<file path="config.mk">
export PLATFORM = sky130hd
export DESIGN_NAME = boreal_dma_ring_engine
export DESIGN_NICKNAME = d
export VERILOG_FILES = /design/src/rtl/boreal_dma_ring_engine.sv
export SDC_FILE = /design/constraint.sdc
export NUM_CORES = 2
export LEC_CHECK = 0
export ABC_CLOCK_PERIOD_IN_PS = 5530
export CORE_UTILIZATION = 62
export DETAILED_ROUTE_END_ITERATION = 16
export PLACE_DENSITY = 0.89
export SLEW_MARGIN = 0
export SYNTH_ARGS = -nofsm -noshare
export SYNTH_HDL_FRONTEND = slang
export SYNTH_SLANG_ARGS = --single-unit
</file>
<file path="constraint.sdc">
create_clock -name clk -period 5.53 [get_ports clk]
set_clock_uncertainty 0.1 [all_clocks]
set_input_delay 0.8295 -clock clk [delete_from_list [all_inputs] [get_ports clk]]
set_output_delay 0.8295 -clock clk [all_outputs]
set_load 0.05 [all_outputs]
</file>
<file path="src/rtl/boreal_dma_ring_engine.sv">
// Descriptor-ring DMA engine: MMIO slave for setup, single-word SRAM master
// for copies, CRC-32 accumulated over every word read.
module boreal_dma_ring_engine (
  input  logic        clk,
  input  logic        rst_n,
  input  logic        sel,
  input  logic        wr,
  input  logic [31:0] addr,
  input  logic [31:0] wdata,
  output logic [31:0] rdata,
  output logic        ack,
  output logic        mem_sel,
  output logic        mem_wr,
  output logic [9:0]  mem_addr,
  output logic [31:0] mem_wdata,
  input  logic [31:0] mem_rdata,
  input  logic        mem_ack
);

  typedef enum logic [2:0] {
    S_IDLE, S_LOAD, S_RD_REQ, S_RD_WAIT,
    S_WR_REQ, S_WR_WAIT, S_NEXT, S_FINISH
  } state_t;

  state_t state, state_nx;

  logic [3:0]  head, tail;
  logic        busy, done;
  logic [31:0] crc;
  logic [31:0] cur_src, cur_dst, remaining, buffer;

  logic [31:0] desc_src [0:15];
  logic [31:0] desc_dst [0:15];
  logic [31:0] desc_len [0:15];

  logic [8:0] off;
  logic [3:0] didx;
  logic [1:0] dfld;
  logic       reg_wr, is_desc;
  logic       hit_head, hit_tail, hit_stat, hit_crc;
  logic       go;
  logic [3:0] head_inc;
  logic       unused_addr;

  assign off         = addr[8:0];
  assign didx        = off[7:4];
  assign dfld        = off[3:2];
  assign is_desc     = off[8];
  assign reg_wr      = sel & wr;
  assign hit_head    = off == 9'h000;
  assign hit_tail    = off == 9'h004;
  assign hit_stat    = off == 9'h008;
  assign hit_crc     = off == 9'h010;
  assign head_inc    = head + 4'd1;
  assign unused_addr = ^addr[31:9];

  assign go = reg_wr && off == 9'h00C && wdata[0]
           && !busy && state == S_IDLE && head != tail;

  // One reflected CRC-32 step over a whole word, LSB first.
  function automatic logic [31:0] crc_step(
    input logic [31:0] c,
    input logic [31:0] d
  );
    logic [31:0] r;
    r = c;
    for (int i = 0; i < 32; i++) begin
      r = (r >> 1) ^ ((r[0] ^ d[i]) ? 32'hEDB88320 : 32'h0);
    end
    return r;
  endfunction

  always_comb begin
    rdata = '0;
    if (sel) begin
      if (is_desc) begin
        unique case (dfld)
          2'd0:    rdata = desc_src[didx];
          2'd1:    rdata = desc_dst[didx];
          2'd2:    rdata = desc_len[didx];
          default: rdata = '0;
        endcase
      end else begin
        unique case (1'b1)
          hit_head: rdata = {28'd0, head};
          hit_tail: rdata = {28'd0, tail};
          hit_stat: rdata = {30'd0, done, busy};
          hit_crc:  rdata = ~crc;
          default:  rdata = '0;
        endcase
      end
    end
  end

  always_ff @(posedge clk) begin
    if (reg_wr && is_desc) begin
      unique case (dfld)
        2'd0:    desc_src[didx] <= wdata;
        2'd1:    desc_dst[didx] <= wdata;
        2'd2:    desc_len[didx] <= wdata;
        default: ;
      endcase
    end
  end

  always_ff @(posedge clk or negedge rst_n) begin
    if (!rst_n) state <= S_IDLE;
    else        state <= state_nx;
  end

  always_comb begin
    state_nx  = state;
    mem_sel   = 1'b0;
    mem_wr    = 1'b0;
    mem_addr  = '0;
    mem_wdata = '0;
    unique case (state)
      S_IDLE:    if (go) state_nx = S_LOAD;
      S_LOAD:    state_nx = (desc_len[head] == 32'd0) ? S_NEXT : S_RD_REQ;
      S_RD_REQ: begin
        mem_sel  = 1'b1;
        mem_addr = cur_src[11:2];
        state_nx = S_RD_WAIT;
      end
      S_RD_WAIT: if (mem_ack) state_nx = S_WR_REQ;
      S_WR_REQ: begin
        mem_sel   = 1'b1;
        mem_wr    = 1'b1;
        mem_addr  = cur_dst[11:2];
        mem_wdata = buffer;
        state_nx  = S_WR_WAIT;
      end
      S_WR_WAIT: begin
        if (mem_ack)
          state_nx = (remaining == 32'd1) ? S_NEXT : S_RD_REQ;
      end
      S_NEXT:    state_nx = (head_inc != tail) ? S_LOAD : S_FINISH;
      S_FINISH:  state_nx = S_IDLE;
      default:   state_nx = S_IDLE;
    endcase
  end

  always_ff @(posedge clk or negedge rst_n) begin
    if (!rst_n) begin
      ack       <= 1'b0;
      head      <= '0;
      tail      <= '0;
      busy      <= 1'b0;
      done      <= 1'b0;
      crc       <= 32'hFFFFFFFF;
      cur_src   <= '0;
      cur_dst   <= '0;
      remaining <= '0;
      buffer    <= '0;
    end else begin
      ack <= sel;
      if (reg_wr && hit_head && !busy) head <= wdata[3:0];
      if (reg_wr && hit_tail) tail <= wdata[3:0];
      if (reg_wr && hit_stat && wdata[1]) done <= 1'b0;
      if (go) begin
        busy <= 1'b1;
        done <= 1'b0;
        crc  <= 32'hFFFFFFFF;
      end
      // Engine events come last so they win over a same-cycle MMIO write.
      unique case (state)
        S_LOAD: begin
          cur_src   <= desc_src[head];
          cur_dst   <= desc_dst[head];
          remaining <= desc_len[head];
        end
        S_RD_WAIT: begin
          if (mem_ack) begin
            buffer <= mem_rdata;
            crc    <= crc_step(crc, mem_rdata);
          end
        end
        S_WR_WAIT: begin
          if (mem_ack) begin
            cur_src   <= cur_src + 32'd4;
            cur_dst   <= cur_dst + 32'd4;
            remaining <= remaining - 32'd1;
          end
        end
        S_NEXT:   head <= head_inc;
        S_FINISH: begin
          busy <= 1'b0;
          done <= 1'b1;
        end
        default: ;
      endcase
    end
  end

endmodule

</file>
Word-level counts from Yosys, hierarchy flattened
Memory sizes are Yosys's and may differ from the RTL's.
Index checks and enable logic that the tools add are counted.
{"block": "classes", "n_addsub": 4, "n_eq_ne": 19, "mux": 72, "n_bitwise": 66, "n_reduce_logical": 24}
{"cell": "$mux W32", "n": 41}
{"cell": "$xor A31 B32 Y32", "n": 32}
{"cell": "$pmux W32 S2", "n": 3}
{"cell": "$pmux W32 S4", "n": 1}
{"cell": "$pmux W32 S3", "n": 1}
{"cell": "$add A32 B3 Y32 const B", "n": 2}
{"cell": "$eq A32 B1 Y1 const B", "n": 1}
{"cell": "$logic_not A32 Y1", "n": 1}
{"cell": "$not A32 Y32", "n": 1}
{"cell": "$sub A32 B1 Y32 const B", "n": 1}
{"cell": "$xor A1 B1 Y1", "n": 32}
{"cell": "$pmux W3 S8", "n": 1}
{"cell": "$pmux W10 S2", "n": 1}
{"cell": "$eq A9 B4 Y1 const B", "n": 2}
{"cell": "$mux W3", "n": 6}
{"cell": "$mux W1", "n": 16}
{"cell": "$eq A3 B3 Y1 const B", "n": 4}
{"cell": "$logic_and A1 B1 Y1", "n": 11}
{"cell": "$eq A9 B3 Y1 const B", "n": 1}
{"cell": "$eq A9 B5 Y1 const B", "n": 1}
{"cell": "$logic_not A9 Y1", "n": 1}
{"cell": "$mux W4", "n": 2}
{"cell": "$ne A4 B4 Y1", "n": 2}
{"cell": "$eq A3 B2 Y1 const B", "n": 2}
{"cell": "other kinds (14)", "n": 19}
{"block": "totals", "regBits": 174, "ram_bits": 1536, "in_bits": 101, "elab_cells": 199, "n_memories": 3}
{"memory": "desc_dst", "words": 16, "width": 32, "read_ports": 2, "rd_ports_with_merged_regs": 0, "wr": 1, "line_no": "33", "source": "logic [31:0] desc_dst [0:15];"}
{"memory": "desc_len", "words": 16, "width": 32, "read_ports": 2, "rd_ports_with_merged_regs": 0, "wr": 1, "line_no": "34", "source": "logic [31:0] desc_len [0:15];"}
{"memory": "desc_src", "words": 16, "width": 32, "read_ports": 2, "rd_ports_with_merged_regs": 0, "wr": 1, "line_no": "32", "source": "logic [31:0] desc_src [0:15];"}

Depth between registers and ports, before layout
{"block": "logic_depth", "ltp_word": 98, "ltp_mapped": 13, "ltp_nobuf": 10}

Least setup slack after synthesis
No wires, ideal clock.
{"block": "synth_path", "path_type": "reg2out", "from": "reg head[0]", "to": "out rdata[0]", "arrival_ps": 3719, "slack_ps": 882, "path_stages_with_launch": 12, "path_buffers": 5, "cell_sequence": "dfrtp_1 clkbuf_1 clkbuf_1 clkbuf_1 clkbuf_1 buf_1 mux2i_1 nor2_1 a21oi_1 o22ai_1 a21oi_1 nor2b_1"}
{"block": "synth_between", "elab_chain_len": 3}
{"item": "start, declared", "line_no": "27", "source": "logic [3:0] head, tail;"}
{"item": "start signal, assigned", "line_no": "157", "source": "if (reg_wr && hit_head && !busy) head <= wdata[3:0];"}
{"item": "start signal, assigned", "line_no": "185", "source": "S_NEXT: head <= head_inc;"}
{"item": "$pmux W32 S4", "line_no": "84", "source": "unique case (1'b1)"}
{"item": "$mux W32", "line_no": "76", "source": "if (is_desc) begin"}
{"item": "$mux W32", "line_no": "75", "source": "if (sel) begin"}
{"item": "end, declared", "line_no": "10", "source": "output logic [31:0] rdata,"}
No other way between the ends.

Final worst setup path
{"block": "layout_path", "from": "in addr[4]", "to": "out rdata[17]"}
{"block": "layout_between", "elab_chain_len": 4, "elab_cells_between_ends": 11, "classes_between": "eq/ne: 3; mux: 4; reduce/logical: 1; memory: 3"}
{"item": "start, declared", "line_no": "8", "source": "input logic [31:0] addr,"}
{"item": "$mem_v2 Z16 W32, or another cell as far along"}
{"item": "$pmux W32 S3 or $pmux W32 S4 (tied branches)", "line_no": "77, 84"}
{"item": "$mux W32 *", "line_no": "76"}
{"item": "$mux W32 *", "line_no": "75"}
Mark *: on every way between the ends. The rest lies on a longest branch, timed or not.

==> impl_metrics.tcl <==
set metrics [dict create \
    status "finished, final reports clean" \
    insertion_delay_ps 810 \
    drtIter0Drc 8515 \
    yosysMostFrequentCell "edfxtp_1" \
    relSlewSlack 0.1433 \
    grt_max_degree 87 \
    cts_buffers 161 \
    grt_pass1_vias 46496 \
    ys_types 55 \
    hold_viol 0 \
    cp_num_buf_inv 3 \
    worst_pin_slew_ps 1282 \
    cp_top_family "multiplexers" \
    synth_top_area_share 0.6165 \
    ant_nets 0 \
    synthToLayoutAreaGrowth_pct 14.22 \
    synth-edff-count 1536 \
    netlist_area_sq_um 74820 \
    cpMaxStageDelayCell "mux4_2" \
    synthCells 3837 \
    dp_cells 5578 \
    dp.final_hpwl_microns 130200 \
    vias 45439 \
    gp_congestion 0.9300 \
    clockRootBuffer "clkbuf_16" \
    finalSetupViolCount 0 \
    cts_tree "built" \
    path_cells "buf_8 -> buf_4 -> mux4_2 -> mux4_2 -> mux2i_1 -> o21ai_0 -> nand2_1 -> o21ai_0 -> and2_1 -> buf_12" \
    synth_flop_cell "edfxtp_1" \
    ys_ff_latch 1666 \
    fin_crit_ps 5351 \
    synth_fp_nets 3943 \
    cts.sinks 1666 \
    cp_max_fo 42 \
    slew_viol_final 0 \
    async_flop_share 0.07803 \
    cts.clk_slew.worst_paths_ps 50 \
    maxCapViolCount 0 \
    initial_utilization 0.6244 \
    cp-start-kind "input port" \
    yosysTopAreaCell "edfxtp_1" \
    grt-ovfl-total 0 \
    die-area_sq_um 122100 \
    post-route-drc-count 0 \
    die_x_microns 349.4 \
    dr.pass1.iters 15 \
    hold_buffers 0 \
    path_class "in2out" \
    layout.nets 4235 \
    grt_pass1_wl_microns 336500 \
    instances_no_fill 5874 \
    cp-end-kind "output port" \
    fillers 6425 \
    cp_slowest_stage_delay_ps 570 \
    core_area_sq_um 119800 \
    worstPathRequired_ps 4600 \
    die_h_microns 349.4 \
    cts_setup_buffers 0 \
    rsz0062_at_grt "no" \
    pin_count 178 \
    cts_resized 0 \
    seq_area_frac_synth 0.6605 \
    synth_area_per_cell_sq_um 19.50 \
    grtUsageTotal 0.3947 \
    port-buffer-count 154 \
    rows 127 \
    cp.arrival_ps 4420 \
    cts_buffer_depth 3 \
    min_path_type "in2async" \
    avgViaCountPerCell 7.736 \
    tns_ps 0 \
    post_drt_wl_per_cell_microns 40.20 \
    min_period_over_period 0.9676 \
    drt_wl_total_microns 236200 \
    htree_num_levels 4 \
    yosys-top-cells-area "edfxtp_1 (62%), mux4_2 (21%), dfrtp_1 (3.3%)" \
    antenna_found_initial 21 \
    synth-warning-count 0 \
    synthTopCellsByCount "edfxtp_1 (1536), mux4_2 (711), clkbuf_1 (176), xnor2_1 (172), nor2_1 (156)" \
    fmax_mhz 186.9 \
    drive_gt1_frac 0.3252 \
]
==> routing by layer <==
metal | wire length (microns) | GRT usage
met1 | 69360 | 0.4781
met2 | 111600 | 0.6195
met3 | 35630 | 0.1205
met4 | 19410 | 0.2599
met5 | 132 | 0
==> state kept, by name, summed over array words and instances (netlist names), 4 cells and up <==
name / cells
desc_dst: 512
remaining: 32
cur_src: 10
desc_len: 512
crc: 32
buffer: 32
head: 4
tail: 4
desc_src: 512
cur_dst: 10
==> worst reg2reg max path, delay by kind of cell, from the launching register on <==
| kind | cells | cell delay (ps) |
|---|---|---|
| flops | 1 | 1050 |
| mux | 1 | 560 |
| simple gates | 5 | 2100 |
| buf+inv | 1 | 450 |
| compound gates | 3 | 660 |
==> through the flow <==
step	hold slack (ps)	cell area [sq um]	setup slack [ps]	utilization
global placement	370.8	80350	304.8	0.6707
floorplan	348.9	74820	881.8	-
detailed placement	381.1	80350	309.8	0.6707
finish	7.788	85460	179.4	0.7133
global route	71.82	85440	91.19	0.7131
CTS	18.88	85440	236.4	0.7131
==> final cells by class <==
class / instances / area [sq um] / area share
flip-flops and latches: 1666 / 49430 / 0.5784
diodes: 6 / 15.01 / 0.0001757
clock buffers: 199 / 4245 / 0.04968
repair buffers: 380 / 4058 / 0.04748
clock inverters: 91 / 839.6 / 0.009824
inverters: 8 / 30.03 / 0.0003514
multi-input cells: 1912 / 24820 / 0.2905
well taps: 1612 / 2017 / 0.02360
==> path summary, 6_finish.rpt <==
kind                             from    endpoint  slack (ps)  cells after the start
hold / removal                  rst_n  buffer[10]           8                      1
max in group asynchronous       rst_n     head[0]        4140                      2
min in group clk           buffer[27]  buffer[27]         400                      1
setup reg to reg              head[0]    state[2]         530                     10
setup / recovery              addr[4]   rdata[17]         180                     10
hold reg to reg            buffer[27]  buffer[27]         400                      1
==> kinds of logic after synthesis <==
family | Yosys count | synth area share
buffers and inverters | 259 | 0.01303
and+or+nand+nor | 491 | 0.03080
DFF | 1666 | 0.6605
xor gates and xnor gates | 270 | 0.04151
muxes | 803 | 0.2271
AOI/OAI and AO/OA | 343 | 0.02624
adders and majority gates | 5 | 0.0008362
==> cells in the final DEF (no fill, tap or decap), types with 44 or more instances in the layout <==
master and count:
edfxtp_1 1536, nand2_1 131, mux2_2 44, clkdlybuf4s50_1 113, mux2i_1 47, nor2_1 105, nor2_4 50, o21ai_0 130
xnor2_1 172, clkbuf_16 164, dfrtp_1 94, mux4_2 711, xor2_1 44, buf_12 72, a21oi_1 117, buf_4 187
Power is not shown: default switching activity piles up to over one toggle a cycle in this logic, so the estimate is an artifact.
